## src/rtl/lsu_stage_hs_if.sv

```systemverilog
// ---------------------------------------------------------------------------
// lsu_stage_hs_if
//   Bundles the three handshakes of the load/store + writeback stage:
//     in_*  : instruction offer from execute (valid/ready)
//     mem_* : data-memory bus (req/gnt request phase, rvalid response phase)
//     wb_*  : single-cycle writeback record towards the register file
//   modport slave  : the stage itself (lsu_stage_hs)
//   modport master : the environment (execute stage, memory, register file)
// ---------------------------------------------------------------------------
interface lsu_stage_hs_if #(
  parameter int DATA_W = 32,
  parameter int ADDR_W = 32,
  parameter int REG_AW = 5
);
  // instruction offer
  logic                  in_valid;
  logic                  in_ready;
  logic [ADDR_W-1:0]     in_pc;
  logic [DATA_W-1:0]     in_aluout;
  logic [DATA_W-1:0]     in_wdata;
  logic                  in_dm_we;
  logic                  in_dm_re;
  logic                  in_dm_sign;
  logic [1:0]            in_dm_width;
  logic                  in_rfwe;
  logic [1:0]            in_rfwsrc;
  logic [REG_AW-1:0]     in_rd;

  // data-memory bus
  logic                  mem_req;
  logic                  mem_we;
  logic [ADDR_W-1:0]     mem_addr;
  logic [DATA_W/8-1:0]   mem_be;
  logic [DATA_W-1:0]     mem_wdata;
  logic                  mem_gnt;
  logic                  mem_rvalid;
  logic [DATA_W-1:0]     mem_rdata;

  // writeback record
  logic                  wb_valid;
  logic                  wb_rfwe;
  logic [REG_AW-1:0]     wb_rd;
  logic [DATA_W-1:0]     wb_data;
  logic                  wb_exc;

  modport slave (
    input  in_valid, in_pc, in_aluout, in_wdata, in_dm_we, in_dm_re,
           in_dm_sign, in_dm_width, in_rfwe, in_rfwsrc, in_rd,
    output in_ready,
    output mem_req, mem_we, mem_addr, mem_be, mem_wdata,
    input  mem_gnt, mem_rvalid, mem_rdata,
    output wb_valid, wb_rfwe, wb_rd, wb_data, wb_exc
  );

  modport master (
    output in_valid, in_pc, in_aluout, in_wdata, in_dm_we, in_dm_re,
           in_dm_sign, in_dm_width, in_rfwe, in_rfwsrc, in_rd,
    input  in_ready,
    input  mem_req, mem_we, mem_addr, mem_be, mem_wdata,
    output mem_gnt, mem_rvalid, mem_rdata,
    input  wb_valid, wb_rfwe, wb_rd, wb_data, wb_exc
  );
endinterface

```

## src/rtl/lsu_stage_hs.sv

```systemverilog
// ---------------------------------------------------------------------------
// lsu_stage_hs
//   Load/store + writeback stage placed after execute. Accepts one decoded
//   instruction per in_valid&&in_ready, performs at most one data-memory
//   access over a req/gnt/rvalid bus of variable latency, aligns store data
//   onto byte lanes, extracts and sign/zero-extends load data, flags
//   misaligned accesses and emits a single writeback record.
//
// Ports
//   clk_i   : clock
//   rst_i   : synchronous active-high reset
//   stop_i  : pipeline freeze; holds IDLE/WB only, bus phases keep running
//   busy_o  : stage is not IDLE
//   bus     : lsu_stage_hs_if.slave (in_* offer, mem_* bus, wb_* record)
//
// Parameters
//   DATA_W  : datapath width, 32 or 64 (width code 2'b11 legal only at 64)
//   ADDR_W  : byte address / PC width
//   REG_AW  : register-file address width
// ---------------------------------------------------------------------------
module lsu_stage_hs #(
  parameter int DATA_W = 32,
  parameter int ADDR_W = 32,
  parameter int REG_AW = 5
) (
  input  logic               clk_i,
  input  logic               rst_i,
  input  logic               stop_i,
  output logic               busy_o,
  lsu_stage_hs_if.slave      bus
);

  localparam int NB = DATA_W / 8;     // bytes per bus word
  localparam int LB = $clog2(NB);     // byte-offset bits within a bus word

  typedef enum logic [1:0] {
    S_IDLE = 2'd0,
    S_REQ  = 2'd1,
    S_RESP = 2'd2,
    S_WB   = 2'd3
  } state_e;

  state_e state_q, state_d;

  // Registered instruction fields
  logic [ADDR_W-1:0] pc_q;
  logic [DATA_W-1:0] alu_q;
  logic [DATA_W-1:0] wdata_q;
  logic              we_q;
  logic              re_q;
  logic              sign_q;
  logic [1:0]        width_q;
  logic              rfwe_q;
  logic [1:0]        rfwsrc_q;
  logic [REG_AW-1:0] rd_q;
  logic              exc_q;
  logic [DATA_W-1:0] rdata_q;

  // Access is misaligned when any offset bit below log2(size) is set, or
  // when the access is wider than the bus word (double on a 32-bit bus).
  function automatic logic misaligned(input logic [1:0] w, input logic [LB-1:0] lo);
    logic m;
    m = (int'(w) > LB);
    for (int i = 0; i < LB; i++) begin
      if ((i < int'(w)) && lo[i]) begin
        m = 1'b1;
      end
    end
    return m;
  endfunction

  // -------------------------------------------------------------------------
  // Accept path
  // -------------------------------------------------------------------------
  logic can_accept;
  logic accept;
  logic in_mem;
  logic in_exc;

  assign can_accept = ((state_q == S_IDLE) || (state_q == S_WB)) && !stop_i;
  assign accept     = can_accept && bus.in_valid;
  assign in_mem     = bus.in_dm_we || bus.in_dm_re;
  assign in_exc     = in_mem && misaligned(bus.in_dm_width, bus.in_aluout[LB-1:0]);

  assign bus.in_ready = can_accept;
  assign busy_o       = (state_q != S_IDLE);

  // -------------------------------------------------------------------------
  // Next-state logic
  // -------------------------------------------------------------------------
  always_comb begin
    state_d = state_q;
    case (state_q)
      S_IDLE, S_WB: begin
        if (!stop_i) begin
          if (bus.in_valid) begin
            // Misaligned and non-memory ops skip the bus entirely.
            state_d = (in_mem && !in_exc) ? S_REQ : S_WB;
          end else if (state_q == S_WB) begin
            state_d = S_IDLE;
          end
        end
      end
      S_REQ: begin
        if (bus.mem_gnt) begin
          state_d = we_q ? S_WB : S_RESP;
        end
      end
      S_RESP: begin
        if (bus.mem_rvalid) begin
          state_d = S_WB;
        end
      end
      default: state_d = S_IDLE;
    endcase
  end

  always_ff @(posedge clk_i) begin
    if (rst_i) begin
      state_q <= S_IDLE;
    end else begin
      state_q <= state_d;
    end
  end

  // -------------------------------------------------------------------------
  // Instruction and read-data registers
  // -------------------------------------------------------------------------
  always_ff @(posedge clk_i) begin
    if (rst_i) begin
      pc_q     <= '0;
      alu_q    <= '0;
      wdata_q  <= '0;
      we_q     <= 1'b0;
      re_q     <= 1'b0;
      sign_q   <= 1'b0;
      width_q  <= 2'b00;
      rfwe_q   <= 1'b0;
      rfwsrc_q <= 2'b00;
      rd_q     <= '0;
      exc_q    <= 1'b0;
      rdata_q  <= '0;
    end else if (accept) begin
      pc_q     <= bus.in_pc;
      alu_q    <= bus.in_aluout;
      wdata_q  <= bus.in_wdata;
      we_q     <= bus.in_dm_we;
      // A store that also has load set is handled purely as a store.
      re_q     <= bus.in_dm_re && !bus.in_dm_we;
      sign_q   <= bus.in_dm_sign;
      width_q  <= bus.in_dm_width;
      rfwe_q   <= bus.in_rfwe;
      rfwsrc_q <= bus.in_rfwsrc;
      rd_q     <= bus.in_rd;
      exc_q    <= in_exc;
      // Cleared so an unaccessed load never returns a stale value.
      rdata_q  <= '0;
    end else if ((state_q == S_RESP) && bus.mem_rvalid) begin
      rdata_q  <= bus.mem_rdata;
    end
  end

  // -------------------------------------------------------------------------
  // Store lane steering
  // -------------------------------------------------------------------------
  logic [LB-1:0]     addr_lo;
  logic [LB+2:0]     lane_shamt;
  logic [NB-1:0]     be_base;
  logic [NB-1:0]     be_store;
  logic [DATA_W-1:0] wdata_rep;
  logic [DATA_W-1:0] wdata_lane;
  logic [ADDR_W-1:0] addr_full;

  assign addr_lo    = alu_q[LB-1:0];
  assign lane_shamt = {addr_lo, 3'b000};
  assign addr_full  = ADDR_W'(alu_q);

  genvar gi;
  generate
    for (gi = 0; gi < NB; gi++) begin : g_lane
      // Unshifted enable mask: 1, 3, F or FF depending on access size.
      assign be_base[gi] = (gi < (1 << width_q));
      // Replicate the low size-bytes of store data across the whole word.
      assign wdata_rep[gi*8 +: 8] =
          (width_q == 2'b00) ? wdata_q[7:0] :
          (width_q == 2'b01) ? wdata_q[(gi % 2)*8 +: 8] :
          (width_q == 2'b10) ? wdata_q[(gi % 4)*8 +: 8] :
                               wdata_q[(gi % 8)*8 +: 8];
    end
  endgenerate

  assign be_store   = be_base << addr_lo;
  assign wdata_lane = wdata_rep << lane_shamt;

  // Bus outputs are only driven while requesting; quiet otherwise.
  logic in_req;
  assign in_req = (state_q == S_REQ);

  assign bus.mem_req   = in_req;
  assign bus.mem_we    = in_req && we_q;
  assign bus.mem_addr  = in_req ? {addr_full[ADDR_W-1:LB], {LB{1'b0}}} : '0;
  assign bus.mem_be    = in_req ? (we_q ? be_store : {NB{1'b1}}) : '0;
  assign bus.mem_wdata = (in_req && we_q) ? wdata_lane : '0;

  // -------------------------------------------------------------------------
  // Load extraction and extension
  // -------------------------------------------------------------------------
  logic [DATA_W-1:0] load_shift;
  logic [DATA_W-1:0] load_ext;
  logic              sign_bit;
  logic              sign_fill;

  assign load_shift = rdata_q >> lane_shamt;

  always_comb begin
    sign_bit = 1'b0;
    case (width_q)
      2'b00:   sign_bit = load_shift[7];
      2'b01:   sign_bit = load_shift[15];
      2'b10:   sign_bit = load_shift[31];
      default: sign_bit = load_shift[DATA_W-1];
    endcase
  end

  assign sign_fill = sign_q && sign_bit;

  generate
    for (gi = 0; gi < DATA_W; gi++) begin : g_ext
      assign load_ext[gi] = (gi < (8 << width_q)) ? load_shift[gi] : sign_fill;
    end
  endgenerate

  // -------------------------------------------------------------------------
  // Writeback record
  // -------------------------------------------------------------------------
  logic [ADDR_W-1:0] pc_plus4;
  logic [DATA_W-1:0] wb_sel;
  logic              wb_fire;

  assign pc_plus4 = pc_q + ADDR_W'(4);

  always_comb begin
    wb_sel = '0;
    case (rfwsrc_q)
      2'b01:   wb_sel = alu_q;
      2'b10:   wb_sel = load_ext;
      2'b11:   wb_sel = DATA_W'(pc_plus4);
      default: wb_sel = '0;
    endcase
  end

  // The record is presented only on the cycle it is actually delivered.
  assign wb_fire = (state_q == S_WB) && !stop_i;

  assign bus.wb_valid = wb_fire;
  assign bus.wb_rfwe  = wb_fire && rfwe_q && !exc_q && (rd_q != '0);
  assign bus.wb_rd    = wb_fire ? rd_q : '0;
  assign bus.wb_data  = wb_fire ? wb_sel : '0;
  assign bus.wb_exc   = wb_fire && exc_q;

endmodule

```

## src/flat_wrapper.sv

```systemverilog
// flat-port wrapper written by rule: the top's interface ports become plain ports
module lsu_stage_hs_flat 
#(
  parameter int DATA_W = 32,
  parameter int ADDR_W = 32,
  parameter int REG_AW = 5
)
  (clk_i, rst_i, stop_i, busy_o, bus_in_valid, bus_in_pc, bus_in_aluout, bus_in_wdata, bus_in_dm_we, bus_in_dm_re, bus_in_dm_sign, bus_in_dm_width, bus_in_rfwe, bus_in_rfwsrc, bus_in_rd, bus_in_ready, bus_mem_req, bus_mem_we, bus_mem_addr, bus_mem_be, bus_mem_wdata, bus_mem_gnt, bus_mem_rvalid, bus_mem_rdata, bus_wb_valid, bus_wb_rfwe, bus_wb_rd, bus_wb_data, bus_wb_exc);
  lsu_stage_hs_if #(.DATA_W(DATA_W), .ADDR_W(ADDR_W), .REG_AW(REG_AW)) bus_i ();
  input  logic clk_i;
  input  logic rst_i;
  input  logic stop_i;
  output logic busy_o;
  input wire logic [$bits(bus_i.in_valid)-1:0] bus_in_valid;
  input wire logic [$bits(bus_i.in_pc)-1:0] bus_in_pc;
  input wire logic [$bits(bus_i.in_aluout)-1:0] bus_in_aluout;
  input wire logic [$bits(bus_i.in_wdata)-1:0] bus_in_wdata;
  input wire logic [$bits(bus_i.in_dm_we)-1:0] bus_in_dm_we;
  input wire logic [$bits(bus_i.in_dm_re)-1:0] bus_in_dm_re;
  input wire logic [$bits(bus_i.in_dm_sign)-1:0] bus_in_dm_sign;
  input wire logic [$bits(bus_i.in_dm_width)-1:0] bus_in_dm_width;
  input wire logic [$bits(bus_i.in_rfwe)-1:0] bus_in_rfwe;
  input wire logic [$bits(bus_i.in_rfwsrc)-1:0] bus_in_rfwsrc;
  input wire logic [$bits(bus_i.in_rd)-1:0] bus_in_rd;
  output wire logic [$bits(bus_i.in_ready)-1:0] bus_in_ready;
  output wire logic [$bits(bus_i.mem_req)-1:0] bus_mem_req;
  output wire logic [$bits(bus_i.mem_we)-1:0] bus_mem_we;
  output wire logic [$bits(bus_i.mem_addr)-1:0] bus_mem_addr;
  output wire logic [$bits(bus_i.mem_be)-1:0] bus_mem_be;
  output wire logic [$bits(bus_i.mem_wdata)-1:0] bus_mem_wdata;
  input wire logic [$bits(bus_i.mem_gnt)-1:0] bus_mem_gnt;
  input wire logic [$bits(bus_i.mem_rvalid)-1:0] bus_mem_rvalid;
  input wire logic [$bits(bus_i.mem_rdata)-1:0] bus_mem_rdata;
  output wire logic [$bits(bus_i.wb_valid)-1:0] bus_wb_valid;
  output wire logic [$bits(bus_i.wb_rfwe)-1:0] bus_wb_rfwe;
  output wire logic [$bits(bus_i.wb_rd)-1:0] bus_wb_rd;
  output wire logic [$bits(bus_i.wb_data)-1:0] bus_wb_data;
  output wire logic [$bits(bus_i.wb_exc)-1:0] bus_wb_exc;
  assign bus_i.in_valid = bus_in_valid;
  assign bus_i.in_pc = bus_in_pc;
  assign bus_i.in_aluout = bus_in_aluout;
  assign bus_i.in_wdata = bus_in_wdata;
  assign bus_i.in_dm_we = bus_in_dm_we;
  assign bus_i.in_dm_re = bus_in_dm_re;
  assign bus_i.in_dm_sign = bus_in_dm_sign;
  assign bus_i.in_dm_width = bus_in_dm_width;
  assign bus_i.in_rfwe = bus_in_rfwe;
  assign bus_i.in_rfwsrc = bus_in_rfwsrc;
  assign bus_i.in_rd = bus_in_rd;
  assign bus_in_ready = bus_i.in_ready;
  assign bus_mem_req = bus_i.mem_req;
  assign bus_mem_we = bus_i.mem_we;
  assign bus_mem_addr = bus_i.mem_addr;
  assign bus_mem_be = bus_i.mem_be;
  assign bus_mem_wdata = bus_i.mem_wdata;
  assign bus_i.mem_gnt = bus_mem_gnt;
  assign bus_i.mem_rvalid = bus_mem_rvalid;
  assign bus_i.mem_rdata = bus_mem_rdata;
  assign bus_wb_valid = bus_i.wb_valid;
  assign bus_wb_rfwe = bus_i.wb_rfwe;
  assign bus_wb_rd = bus_i.wb_rd;
  assign bus_wb_data = bus_i.wb_data;
  assign bus_wb_exc = bus_i.wb_exc;
  lsu_stage_hs #(.DATA_W(DATA_W), .ADDR_W(ADDR_W), .REG_AW(REG_AW)) u_core (.clk_i(clk_i), .rst_i(rst_i), .stop_i(stop_i), .busy_o(busy_o), .bus(bus_i));
endmodule
```

## config.mk

```make
export PLATFORM = sky130hd
export DESIGN_NAME = lsu_stage_hs_flat
export DESIGN_NICKNAME = d
export VERILOG_FILES = /design/src/rtl/lsu_stage_hs_if.sv /design/src/rtl/lsu_stage_hs.sv /design/src/flat_wrapper.sv
export SDC_FILE = /design/constraint.sdc
export NUM_CORES = 1
export LEC_CHECK = 0
export CAP_MARGIN = 20
export CELL_PAD_IN_SITES_DETAIL_PLACEMENT = 1
export CELL_PAD_IN_SITES_GLOBAL_PLACEMENT = 1
export CORE_MARGIN = 2
export CORE_UTILIZATION = 33
export CTS_CLUSTER_DIAMETER = 200
export DETAILED_ROUTE_END_ITERATION = 7
export GPL_TIMING_DRIVEN = 0
export HOLD_SLACK_MARGIN = 0.02
export PLACE_DENSITY_LB_ADDON = 0.08
export SLEW_MARGIN = 20
export SYNTH_ARGS = -nofsm -noshare
export SYNTH_HDL_FRONTEND = slang
export SYNTH_SLANG_ARGS = --single-unit
```

## constraint.sdc

```tcl
create_clock -name clk_i -period 2.2 [get_ports clk_i]
set_input_delay 0.33 -clock clk_i [delete_from_list [all_inputs] [get_ports clk_i]]
set_output_delay 0.33 -clock clk_i [all_outputs]
set_load 0.01 [all_outputs]
```

# Yosys cells after proc, flatten, opt, wreduce, memory -nomap -nowiden
# Cells that the tools add are included.
[classes] n_mux=55 n_addsub=1 n_reduce_logical=26 eq_ne=11 n_lt_le_gt_ge=39 shift=5
[op_table] operator="6-bit by 32-bit less-than comparator with 1-bit output (first input constant)" count=16
[op_table] operator="5-bit by 32-bit less-than comparator with 1-bit output (first input constant)" count=8
[op_table] operator="3-bit by 32-bit less-than comparator with 1-bit output (first input constant)" count=4
[op_table] operator="4-bit by 32-bit less-than comparator with 1-bit output (first input constant)" count=4
[op_table] operator="32-bit 2-to-1 mux" count=3
[op_table] operator="32-bit one-hot mux with 3 select lines" count=1
[op_table] operator="1-bit by 32-bit less-than comparator with 1-bit output (first input constant)" count=2
[op_table] operator="2-bit by 32-bit less-than comparator with 1-bit output (first input constant)" count=2
[op_table] operator="8-bit 2-to-1 mux" count=5
[op_table] operator="1-bit 2-to-1 mux" count=35
[op_table] operator="32-bit by 3-bit adder with 32-bit output (second input constant)" count=1
[op_table] operator="1-bit by 2-bit left shift with 32-bit output (first input constant)" count=1
[op_table] operator="32-bit by 5-bit left shift with 32-bit output" count=1
[op_table] operator="4-bit by 2-bit left shift with 32-bit output (first input constant)" count=1
[op_table] operator="32-bit by 5-bit >> shifter with 32-bit output" count=1
[op_table] operator="1-bit logical AND" count=14
[op_table] operator="2-bit 2-to-1 mux" count=6
[op_table] operator="2-bit == test (second input constant)" count=4
[op_table] operator="4-bit 2-to-1 mux" count=2
[op_table] operator="2-bit by 1-bit == test with 1-bit output (second input constant)" count=3
[op_table] operator="2-bit inequality test (second input constant)" count=3
[op_table] operator="2-bit one-hot mux with 3 select lines" count=1
[op_table] operator="5-bit 2-to-1 mux" count=1
[op_table] operator="5-bit nonzero test" count=1
[op_table] operator="other kinds (11)" count=17
[totals] elab_cells=149 ff_bits=143 out_inout_bits=112 input_bits=147

# Longest topological paths before layout
[depth] word_depth=11 depth_mapped=9 ltp_nobuf=7

# Worst setup path before layout
# No wires, ideal clock.
[synth_timing] path_type="register -> output" startpoint="register u_core.pc_q[2]" endpoint="output port bus_wb_data[18]" path_slack_ns=0.040 path_buffers=0 stages_incl_launch_ff=7 required_time_ns=1.870 arrival_ns=1.830 cell_sequence="dfxtp_1 ha_1 nand4_4 nor4_4 nand3_2 or3_1 a31oi_1"
[synth_via] elab_chain_cells=3
[synth_rtl] item="start, declared" line_no="lsu_stage_hs.sv:46" source="logic [ADDR_W-1:0] pc_q;"
[synth_rtl] item="start signal, assigned" line_no="lsu_stage_hs.sv:144" source="pc_q <= bus.in_pc;"
[synth_rtl] item="32-bit by 3-bit adder with 32-bit output" line_no="lsu_stage_hs.sv:240" source="assign pc_plus4 = pc_q + ADDR_W'(4);"
[synth_rtl] item="32-bit one-hot mux with 3 select lines" line_no="lsu_stage_hs.sv:244" source="case (rfwsrc_q)"
[synth_rtl] item="32-bit 2-to-1 mux" line_no="lsu_stage_hs.sv:258" source="assign bus.wb_data = wb_fire ? wb_sel : '0;"
[synth_rtl] item="end, declared" line_no="flat_wrapper.sv:37" source="output wire logic [$bits(bus_i.wb_data)-1:0] bus_wb_data;"
# No other way between the ends.

# Final worst setup path
[layout_timing] startpoint="register u_core.alu_q[0] (netlist: u_core.addr_full[0])" endpoint="output port bus_wb_data[15]"
[layout_via] elab_chain_cells=6
[layout_rtl] item="start, declared" line_no="lsu_stage_hs.sv:47" source="logic [DATA_W-1:0] alu_q;"
[layout_rtl] item="start signal, assigned" line_no="lsu_stage_hs.sv:145" source="alu_q <= bus.in_aluout;"
[layout_rtl] item="32-bit by 5-bit >> shifter with 32-bit output (*)" line_no="lsu_stage_hs.sv:213" source="assign load_shift = rdata_q >> lane_shamt;"
[layout_rtl] item="1-bit one-hot mux with 2 select lines" line_no="lsu_stage_hs.sv:217" source="case (width_q)"
[layout_rtl] item="1-bit logical AND" line_no="lsu_stage_hs.sv:225" source="assign sign_fill = sign_q && sign_bit;"
[layout_rtl] item="1-bit 2-to-1 mux (*)" line_no="lsu_stage_hs.sv:229" source="assign load_ext[gi] = (gi < (8 << width_q)) ? load_shift[gi] : sign_fill;"
[layout_rtl] item="32-bit one-hot mux with 3 select lines (*)" line_no="lsu_stage_hs.sv:244"
[layout_rtl] item="32-bit 2-to-1 mux (*)" line_no="lsu_stage_hs.sv:258"
# Every way passes the cells marked *; elsewhere a longest branch is shown, timed or not.

==> Flow_metrics.wiki <==
{| class="wikitable"
! Metric !! Value
|-
| Setup slack after placement || -1.34 ns
|-
| Number of antenna violations at the first check in global routing || 2
|-
| Vias in the first global route || roughly 10000
|-
| Number of fill cells in the layout || between 2000 and 3000
|-
| Startpoint of the lowest-slack register-to-register path || u_core.state_q[0]
|-
| Die Outline Area || around 0.026 mm^2
|-
| Final std cell area, no fill || 0.0139 mm^2
|-
| Critical path peak fanout || 6
|-
| Power share of the clock group || 28.4%
|-
| I/O pin count || between 200 and 300
|-
| Number of cells traversed by the worst register-to-register path || 7
|-
| Combinational Power Share || roughly two fifths
|-
| Post-synthesis async set-or-reset flop share || 0%
|-
| Remaining design rule violation count || 0
|-
| H-tree level count || 4
|-
| Power consumption || about 0.010 W
|-
| Final setup violating endpoints || 52
|-
| Kind of launch point of the worst setup path || register
|-
| Met3 GRT Util || 6.08%
|-
| Count of flip-flops with a built-in enable after synthesis || 0
|-
| Mean instance size in the synthesized netlist || ~7.2 um^2
|-
| Number of sinks driven by the clock tree || 143
|-
| Rel. slew slack || between 50% and 60%
|-
| Cell area after synthesis || 0.00803 mm^2
|-
| Detailed-router iteration count before antenna repair || 7
|-
| Number of DRC violations after detailed-routing iteration 0 || between 700 and 800
|-
| Setup TNS || -14.78 ns
|-
| Cell count after placement || 1689
|-
| Global route overflow || 0
|-
| Synthesis-stage register bit count || 143
|-
| Number of nets in the final layout || 1635
|-
| Number of stages on the worst hold path || 3
|-
| Dominant register cell in the synthesized netlist || dfxtp_1
|-
| Dominant cell by count in the synthesized netlist || nand2_1
|-
| HP Class || in -> reg
|-
| CTS tree || built
|-
| Ant diodes || 0
|-
| Worst-case hold path end point || u_core.wdata_q[2]
|-
| Share of total power consumed by net switching || between 40 and 50%
|-
| Share of layout cells above drive strength 1 || between 30% and 40%
|-
| Placement Cell Area || 0.0110 mm^2
|-
| Syn-to-layout area delta || 73.2%
|-
| Peak-usage layer in the global routing report || met2
|-
| Y dimension of the die || 160 um
|-
| Status || finished with violations
|-
| Routed vias/inst || about 5.6
|-
| Die X-Extent || 160 um
|-
| Number of buffers on the longest clock path || 2
|-
| Critical path capture point type || output port
|-
| Maximum clock skew at final layout || approximately 0.0081 ns
|-
| Worst-path clk slew || approximately 0.070 ns
|-
| Final critical-path setup slack || -0.508 ns
|-
| Final standard cell count with taps included and fillers excluded || roughly 1800
|-
| Portion of synthesized cell area occupied by the leading cell type || 35.7%
|-
| Worst Setup Path Type || reg -> out
|-
| Clock Latency Late Sink || roughly 0.44 ns
|-
| DR WL/cell || approximately 24 um
|-
| Post-synth top area cell || dfxtp_1
|-
| Net load switching power || 0.00419 W
|-
| Std-Cell Core Area || between 0.02 and 0.025 mm^2
|-
| Commonest cells post-synth || 317 x nand2_1, 173 x a21oi_1, 143 x dfxtp_1
|-
| Via total after detailed routing || a little over 10000
|-
| Area contributors post-synth || dfxtp_1 36%, nand2_1 15%, a21oi_1 11%
|-
| Internal power contribution || about 0.0063 W
|-
| RSZ-0062 raised after global routing || yes
|-
| WP data arrival || between 2 and 2.5 ns
|-
| Period utilisation layout || 123%
|-
| Met1 track utilization from global routing || 37.5%
|-
| Total power per unit cell area || about 750 mW/mm^2
|-
| Slew @ Worst Pin || 0.726 ns
|-
| Peak supply drop || slightly below 0.5 mV
|-
| Port bufs || ~260
|-
| Peak clock frequency supported by timing || about 370 MHz
|-
| Leakage power of the design || around 5.5 nW
|-
| R2R Path End || u_core.width_q[1]
|-
| Max-cap violations || 0
|-
| Violated checks || setup timing
|-
| Beginning of the worst hold path || bus_in_wdata[2]
|-
| Antenna-violating nets left || 0
|-
| First-pass GRT wire length || 60.5 mm
|-
| Largest net degree at the start of global routing || 17
|-
| Sequential area share after synthesis || between 30% and 40%
|-
| Number of standard cells after synthesis || about 1100
|-
| Required time of the critical path || roughly 1.9 ns
|-
| Num CTS Buffers || 17
|-
| Final WL || 42.8 mm
|-
| Library cell used as clock root buffer || clkbuf_16
|-
| Initial Utilization || 33.3%
|-
| Final HPWL from detailed placement || around 28 mm
|-
| Last weighted congestion value of the routability-driven placer || roughly 0.92
|-
| Post-synthesis cell type count || 55
|-
| Number of hold violations in the final report || 0
|-
| Clock period minus final worst setup slack || approximately 2.7 ns
|-
| Number of cell rows || between 50 and 60
|-
| Number of synthesis warnings || 0
|-
| Count of pins over their slew limit || 0
|-
| Reg power frac || 32.7%
|-
| Reg-to-reg setup timing slack || 0.03 ns
|-
| Met2 demand-to-capacity share in global routing || 51.8%
|-
| Total global-route track usage || a little under a third
|}
==> timing repair <==
item | CTS | global route
hold buffers | 0 | 0
setup endpoints to repair | 217 | 123
setup buffers | 67 | 43
gates cloned | 1 | 2
resized for setup | 611 | 176
pin swaps | 91 | 84
==> how the worst max path moves through the flow <==
stage,from,to
CTS,u_core.pc_q[3],bus_wb_data[18]
floorplan,u_core.pc_q[2],bus_wb_data[18]
finish,u_core.addr_full[0],bus_wb_data[15]
global placement,stop_i,bus_wb_data[19]
global route,u_core.pc_q[14],bus_wb_data[15]
detailed placement,stop_i,bus_wb_data[19]
==> stage by stage <==
stage          utilization [%]  hold slack, ns
4_1_cts                   54.7           0.426
2_1_floorplan                -           0.432
3_5_place_dp              45.6           0.449
6_report                  57.7           0.422
5_1_grt                   57.7           0.423
3_3_place_gp              45.6           0.445
==> power by group through the flow <==
stage	registers (W)	logic [W]	clock network, W
after floorplan	0.00317	0.00173	0
after global placement	0.00331	0.00286	0
after detailed placement	0.00332	0.00292	0
after CTS	0.00335	0.00364	0.00296
after global routing	0.00345	0.00432	0.00311
final	0.00343	0.00406	0.00298
==> sequential cells by signal (all words and copies together), names as in the netlist <==
name,count
u_core.addr_full,32
u_core.exc_q,1
u_core.pc_q,32
u_core.rd_q,5
u_core.rdata_q,32
u_core.rfwe_q,1
u_core.rfwsrc_q,2
u_core.sign_q,1
u_core.state_q,2
u_core.wdata_q,32
u_core.we_q,1
u_core.width_q,2
==> area by class of cell <==
| type | instances | area (um^2) | share of cell area, % |
|---|---|---|---|
| plain buffers | 79 | 594 | 4.27 |
| well taps | 324 | 405 | 2.92 |
| inverters | 14 | 60.1 | 0.432 |
| clock buffers | 18 | 429 | 3.09 |
| clock inverters | 14 | 144 | 1.03 |
| flip-flops and latches | 143 | 2940 | 21.1 |
| multi-input cells | 863 | 6020 | 43.3 |
| repair buffers | 365 | 3320 | 23.9 |
==> layer usage <==
| metal | part of all wire (%) | vias to the layer above |
|---|---|---|
| met3 | 6.5 | 146 |
| met4 | 5.7 | 2 |
| met2 | 48 | 469 |
| met5 | 0.026 | - |
| li1 | - | 4540 |
| met1 | 40 | 5000 |
==> cells in the final DEF (no fill, tap or decap), types with 8 or more instances in the layout <==
master             n
nor2_2            13
inv_1              9
a211oi_4          10
buf_12            11
mux2i_4           14
dlygate4sd2_1     27
buf_8             11
buf_6             35
nand2_1          306
o22ai_1            8
nor2b_2            8
nand3_1            9
clkbuf_1          29
dfxtp_4           16
buf_4             74
a211oi_2          12
and3_1            12
nor2_1            37
nand4_1           10
clkbuf_16         20
nor2b_1            9
clkdlybuf4s50_1  148
dfxtp_1          117
mux2i_1           29
clkbuf_2          21
buf_2             59
a21oi_1          155
a221oi_4          11
clkbuf_4           8
a21oi_2           17
dfxtp_2           10
and2_1            35
o22ai_2           10
xor2_1            14
==> worst max-delay path: stages (launching register included) <==
cell      delay, ns
dfxtp_4        0.41
mux4_2         0.58
nand2_2        0.12
a21boi_4       0.07
a222oi_1       0.38
nor2_1         0.19
buf_2          0.18
==> kinds of logic after synthesis <==
kind of cell	after synthesis	synth area share [%]
AND/OR/NAND/NOR	496	27.9
other	1	0.0467
buffers and inverters	103	5.18
AO/OA/AOI/OAI	282	20.8
XOR/XNOR	23	2.51
multiplexers	55	7.19
flip-flops	143	35.7
adder cells (fa/ha/maj)	5	0.779
Power figures use the tool's default switching activity.
